**src/rtl/piso_shift_tx.sv**
```systemverilog
// piso_shift_tx -- parallel-in / serial-out transmitter for a one-bit registered link.
//
// A WIDTH-bit word is accepted on a valid/ready handshake and sent one bit per clk
// on sout. The word is framed by sout_valid, frame_start and frame_end.
// If a word is accepted during the final cycle of a frame, the next frame follows
// with no gap.
//
// Optional feature: define PARITY_EN to append one even-parity bit to each frame.
// The frame is then WIDTH+1 cycles long.
//
// Parameters:
//   WIDTH      word length in bits (2..32)
//   LSB_FIRST  0: din[WIDTH-1] is sent first; 1: din[0] is sent first
// Ports:
//   clk          rising-edge clock
//   rst          synchronous reset, active-high
//   din          parallel word, captured on accept
//   load_valid   producer has a word on din
//   load_ready   transmitter can take a word this cycle (combinational)
//   sout         serial data bit (registered; 0 when idle)
//   sout_valid   sout carries a frame bit this cycle
//   frame_start  first data bit of a frame
//   frame_end    last bit of a frame (last data bit, or the parity bit)
//   busy         frame in progress (same as sout_valid)

module piso_shift_tx #(
   parameter int unsigned WIDTH     = 8,
   parameter int unsigned LSB_FIRST = 0
) (
   input  logic             clk,
   input  logic             rst,
   input  logic [WIDTH-1:0] din,
   input  logic             load_valid,
   output logic             load_ready,
   output logic             sout,
   output logic             sout_valid,
   output logic             frame_start,
   output logic             frame_end,
   output logic             busy
);

   localparam int unsigned     CNT_W    = $clog2(WIDTH);
   localparam logic [CNT_W-1:0] CNT_LAST = CNT_W'(WIDTH - 1);

`ifdef PARITY_EN
   localparam bit HAS_PARITY = 1'b1;
   typedef enum logic [1:0] {ST_IDLE, ST_SHIFT, ST_PARITY} state_t;
`else
   localparam bit HAS_PARITY = 1'b0;
   typedef enum logic [1:0] {ST_IDLE, ST_SHIFT} state_t;
`endif

   state_t           state_q, state_d;
   logic [WIDTH-1:0] shreg_q, shreg_d;
   logic [CNT_W-1:0] cnt_q, cnt_d;
   logic             sout_q, sout_d;
   logic             sout_valid_q, sout_valid_d;
   logic             frame_start_q, frame_start_d;
   logic             frame_end_q, frame_end_d;
`ifdef PARITY_EN
   logic             parity_q, parity_d;
`endif

   logic             last_bit;
   logic             accept;
   logic [CNT_W-1:0] next_cnt;
   logic [WIDTH-1:0] shifted;

   // The bit on the wire always comes from the leading end of the shift register.
   function automatic logic lead_bit(input logic [WIDTH-1:0] w);
      if (LSB_FIRST != 0) return w[0];
      else                return w[WIDTH-1];
   endfunction

   function automatic logic [WIDTH-1:0] advance(input logic [WIDTH-1:0] w);
      if (LSB_FIRST != 0) return w >> 1;
      else                return w << 1;
   endfunction

   assign last_bit = (state_q == ST_SHIFT) && (cnt_q == CNT_LAST);
   assign next_cnt = cnt_q + 1'b1;
   assign shifted  = advance(shreg_q);

`ifdef PARITY_EN
   assign load_ready = (state_q == ST_IDLE) || (state_q == ST_PARITY);
`else
   assign load_ready = (state_q == ST_IDLE) || last_bit;
`endif

   assign accept = load_valid && load_ready;

   always_comb begin
      state_d       = state_q;
      shreg_d       = shreg_q;
      cnt_d         = cnt_q;
      sout_d        = 1'b0;
      sout_valid_d  = 1'b0;
      frame_start_d = 1'b0;
      frame_end_d   = 1'b0;
`ifdef PARITY_EN
      parity_d      = parity_q;
`endif

      case (state_q)
         ST_IDLE: ;
         ST_SHIFT: begin
            if (!last_bit) begin
               cnt_d        = next_cnt;
               shreg_d      = shifted;
               sout_d       = lead_bit(shifted);
               sout_valid_d = 1'b1;
               frame_end_d  = !HAS_PARITY && (next_cnt == CNT_LAST);
            end else begin
`ifdef PARITY_EN
               state_d      = ST_PARITY;
               sout_d       = parity_q;
               sout_valid_d = 1'b1;
               frame_end_d  = 1'b1;
`else
               state_d      = ST_IDLE;
`endif
            end
         end
`ifdef PARITY_EN
         ST_PARITY: state_d = ST_IDLE;
`endif
         default: state_d = ST_IDLE;
      endcase

      // Accept is only possible in the frame-closing states, so a new word
      // simply overrides whatever those states would otherwise have done.
      if (accept) begin
         state_d       = ST_SHIFT;
         shreg_d       = din;
         cnt_d         = '0;
         sout_d        = lead_bit(din);
         sout_valid_d  = 1'b1;
         frame_start_d = 1'b1;
         frame_end_d   = 1'b0;
`ifdef PARITY_EN
         parity_d      = ^din;
`endif
      end
   end

   always_ff @(posedge clk) begin
      if (rst) begin
         state_q       <= ST_IDLE;
         shreg_q       <= '0;
         cnt_q         <= '0;
         sout_q        <= 1'b0;
         sout_valid_q  <= 1'b0;
         frame_start_q <= 1'b0;
         frame_end_q   <= 1'b0;
`ifdef PARITY_EN
         parity_q      <= 1'b0;
`endif
      end else begin
         state_q       <= state_d;
         shreg_q       <= shreg_d;
         cnt_q         <= cnt_d;
         sout_q        <= sout_d;
         sout_valid_q  <= sout_valid_d;
         frame_start_q <= frame_start_d;
         frame_end_q   <= frame_end_d;
`ifdef PARITY_EN
         parity_q      <= parity_d;
`endif
      end
   end

   assign sout        = sout_q;
   assign sout_valid  = sout_valid_q;
   assign frame_start = frame_start_q;
   assign frame_end   = frame_end_q;
   assign busy        = sout_valid_q;

endmodule
```
**config.mk**
```make
export PLATFORM = sky130hd
export DESIGN_NAME = piso_shift_tx
export DESIGN_NICKNAME = d
export VERILOG_FILES = /design/src/rtl/piso_shift_tx.sv
export SDC_FILE = /design/constraint.sdc
export NUM_CORES = 1
export LEC_CHECK = 0
export ABC_AREA = 1
export BUFFER_PORTS_ARGS = -buffer_cell sky130_fd_sc_hd__buf_2
export CAP_MARGIN = 20
export CORE_ASPECT_RATIO = 1.25
export CORE_UTILIZATION = 35
export DETAILED_ROUTE_END_ITERATION = 6
export GPL_TIMING_DRIVEN = 1
export PLACE_DENSITY = 0.56
export SLEW_MARGIN = 20
export SYNTH_ARGS = -nofsm -noshare
export SYNTH_HDL_FRONTEND = slang
export SYNTH_SLANG_ARGS = --single-unit
```
**constraint.sdc**
```tcl
create_clock -name clk -period 1.8 [get_ports clk]
set_input_delay 0.27 -clock clk [delete_from_list [all_inputs] [get_ports clk]]
set_output_delay 0.27 -clock clk [all_outputs]
set_load 0.05 [all_outputs]
```
# Word level (Yosys, flattened, before mapping)
# Cells that the tools add are included.
# word_totals
reg_bits	16
input_bits	11
output_inout_bits	6
elab_cells	43
# classes
n_addsub	1
n_eq_ne	7
mux	13
bitwise_logic	3
reduce_logical	11
# op_table
cell	n
two-way mux 7 bit	3
two-way mux 1 bit	8
AND reduction 2 bit	4
equality test 3 bit (second input constant)	2
!= test 2 bit (second input constant)	2
one-hot mux 2 bit (2 select lines)	1
OR reduction 4 bit	1
adder 3 x 1 -> 3 bit (second input constant)	1
!= test 3 bit (second input constant)	1
inverter 1 bit	3
equality test 2 x 1 -> 1 bit (second input constant)	1
logical AND 1 bit	2
logical NOT 2 bit	1
two-way mux 2 bit	1
!= test 2 x 1 -> 1 bit (second input constant)	1
nonzero test 2 bit	1
OR reduction 2 bit	1
logical OR 1 bit	1

# Logic depth before layout (Yosys ltp)
# depth
word_depth	6
mapped_depth	9
mapped_depth_nobuf	8

# Worst setup path after synthesis
# Ideal clock, no wire load.
# synth_timing
path_type	register to register
from	register cnt_q[0]
to	register shreg_q[1]
arrival_time_ns	1.224
required_ns	1.691
path_slack_ns	0.468
stages_incl_launch_ff	10
synth_period_minus_slack_ns	1.332
path_cell_list	dfxtp_1 > ha_1 > ha_1 > inv_2 > nand2_2 > buf_6 > nand3_1 > nand3_1 > nand2_1 > inv_1
# synth_between
elab_chain_cells	6
# synth_lines
element	line	rtl
start, declared	55	logic [CNT_W-1:0] cnt_q, cnt_d;
start signal, assigned	161	cnt_q <= cnt_d;
equality test 3 bit *	80	assign last_bit = (state_q == ST_SHIFT) && (cnt_q == CNT_LAST);
logical AND 1 bit *	80	
logical OR 1 bit *	87	assign load_ready = (state_q == ST_IDLE) || last_bit;
named net load_ready	34	output logic load_ready,
logical AND 1 bit *	90	assign accept = load_valid && load_ready;
!= test 2 x 1 -> 1 bit (no source line) / nonzero test 2 bit (equally long branches)	-	
AND reduction 2 bit (no source line)	-	
end signal, assigned	160	shreg_q <= shreg_d;
end, declared	54	logic [WIDTH-1:0] shreg_q, shreg_d;
# Mark *: on every way through the listed nets, which the timed path passes. The rest lies on a longest branch.
# A chain may end at the register's enable or synchronous reset.

# Worst setup path in the final report
# layout_timing
from	register cnt_q[0]
to	output port load_ready
# layout_between
elab_chain_cells	3
# layout_lines
element	line
equality test 3 bit	80
logical AND 1 bit	80
logical OR 1 bit	87
end, declared	34
# Every way passes these cells.

==> out/qor.txt <==
outcome: complete, no violations
htree depth: 1
RSZ-0062 raised after global routing: false
total power: 0.6481 mW
Startpoint Class: flip-flop
Nets: 122
DP HPWL: 893.7 µm
Final ANT Viol Nets: 0
final core occ: 0.4401
IO Port Bufs: 16
worst vdd ir: 0.3832 mV
Max-cap violations: 0
# rows: 17
first-pass GRT wire length: 1.918 mm
Sink Count: 15
crit path kind: reg2out
die area: 0.002070 mm²
Setup Viol. Count Final: 0
Synth Warn #: 0
antenna violations before repair: 0
Max-slew headroom: 0.7450
vias in the first global route: 492
Hold Violations, Final: 0
GRT overflow: 0
DRT iter0 DRCs: 6
Period Utilization, post-route: 0.9239
Cell Area, Synth: 661.9 µm²
critical path data arrival time: 1.39 ns
Mapped Nets: 104
Antenna Cells: 0
deepest clock path buffer count: 2
total track usage: 0.1395
PwrDens: 834.1 mW/mm²
maximum fanout along the worst path: 13
Yosys reg bits: 15
Area Overhead vs Synth: 17.39%
fmax: 601.3 MHz
root buf cell: clkbuf_4
postcts setup bufs: 0
cts hold-fix bufs: 0
minimum clock period: 1.663 ns
hold crit path type: in2reg
worst endpoint required time: 1.53 ns
Sequential Area: 300.3 µm²
# IOs: 17
Setup Total Neg Slack: 0 ns
Cell Count Post-Placement: 122
DRC errors left: 0
Yosys cell types: 14
HP Start: rst
Setup WS pre-CTS: 0.3193 ns
Num CTS Buffers: 3
DR pass1 iterations: 3
Final WS setup: 0.1371 ns
DR vias/cell: 4.627
RePlAce Congestion: 0.7498
Hold Worst Slack: 0.1856 ns
Avg Cell Area, Syn: 7.354 µm²
fill cell count: 202
Post-Layout Cell Count: 126
fin. max-slew vios: 0
clk_lat worst skew: 0.28 ns
Via Count: 583
largest net degree at the start of global routing: 14
crit end category: primary output
Multi-input gate area: 286.5 µm²
Worst Setup SP: cnt_q[0]$_SDFFE_PP0P_
Die Width: 40.90 µm
fin area: 777.0 µm²
clock skew: 0.001000 ns
DP Area: 742.0 µm²
Seq/Total Area, Yosys: 0.4537
clock-pin slew on the worst setup and hold paths: 0.09 ns
die height: 50.62 µm
TritonCTS clock tree: built
actual slew at the worst max-slew pin: 0.3821 ns
Wirelength per Cell: 9.500 µm
launching point of the worst reg2reg path: cnt_q[0]$_SDFFE_PP0P_
reported leakage power: 0.4241 nW
Post-Route WL: 1.197 mm
share of post-route cells with drive strength above 1: 0.2336
Synth Instances: 90
Core Area: 0.001765 mm²
initial core utilization: 0.3749
==> report_power, final <==
part	total, mW	switching, mW	internal (mW)
sequential	0.357	0.00857	0.348
clock	0.189	0.107	0.0824
combinational	0.102	0.0691	0.0333
total	0.648	0.184	0.464
==> per-layer routing <==
metal	vias up	GRT usage	wire [µm]
met5	-	0	0
met4	0	0.08333	9
met3	2	0.03982	33
met2	8	0.2214	606
met1	261	0.1534	547
li1	312	-	-
==> registers in the layout (all words and copies together), names as in the netlist <==
register / flops
sout: 1
cnt_q: 3
busy: 1
frame_start: 1
frame_end: 1
state_q: 1
shreg_q: 7
==> kinds of logic after synthesis <==
group                      share of synthesized area
AOI/OAI and AO/OA                            0.03025
adders and majority gates                    0.05672
buffers and inverters                         0.1210
DFF                                           0.4537
and+or+nand+nor                               0.3384
==> final cells by class <==
type                            instances  area share
Sequential cell                        15      0.3865
Timing Repair Buffer                   17      0.1159
Multi-Input combinational cell         58      0.3688
Clock buffer                            3     0.02899
Inverter                               13     0.06280
Tap cell                               19     0.03060
Clock inverter                          1    0.006441
==> layout by cell type (no fill, tap or decap) <==
| master | netlist | routed |
|---|---|---|
| nand2_1 | 24 | 24 |
| nand3_1 | 20 | 20 |
| dfxtp_1 | 15 | 15 |
| buf_2 | 1 | 15 |
| inv_1 | 12 | 12 |
| nor2_1 | 4 | 4 |
| a21oi_1 | 4 | 4 |
| ha_1 | 3 | 3 |
| clkbuf_4 | 0 | 3 |
| buf_4 | 2 | 2 |
| inv_2 | 1 | 1 |
| nand2_4 | 0 | 1 |
| nor2_2 | 1 | 1 |
| or2_2 | 1 | 1 |
| clkinv_2 | 0 | 1 |
==> synthesized netlist by cell type, drive strengths merged <==
master / n / area, µm²
nor2: 5 / 21.27
ha: 3 / 37.54
a21oi: 4 / 20.02
or2: 1 / 6.260
buf: 4 / 31.27
nand2: 25 / 96.35
inv: 13 / 48.79
dfxtp: 15 / 300.3
nand3: 20 / 100.1
==> worst paths after layout <==
path / end / slack (ns) / cells past startpoint
hold / removal: sout$_SDFF_PP0_ / 0.19 / 2
setup / recovery: load_ready / 0.14 / 5
hold reg to reg: cnt_q[2]$_SDFFE_PP0P_ / 0.48 / 2
setup reg to reg: shreg_q[1]$_SDFFE_PP0P_ / 0.37 / 7
==> repair_timing <==
action / 4_1_cts / 5_1_grt
setup endpoints to repair: 1 / 1
gates resized for setup: 1 / 1
pin swaps: 0 / 0
==> worst max-delay path: stages, from the launching register on <==
cell     delay [ns]
dfxtp_1        0.33
ha_1           0.20
ha_1           0.21
inv_2          0.07
nand2_4        0.09
buf_4          0.21
Power figures use the tool's default switching activity.
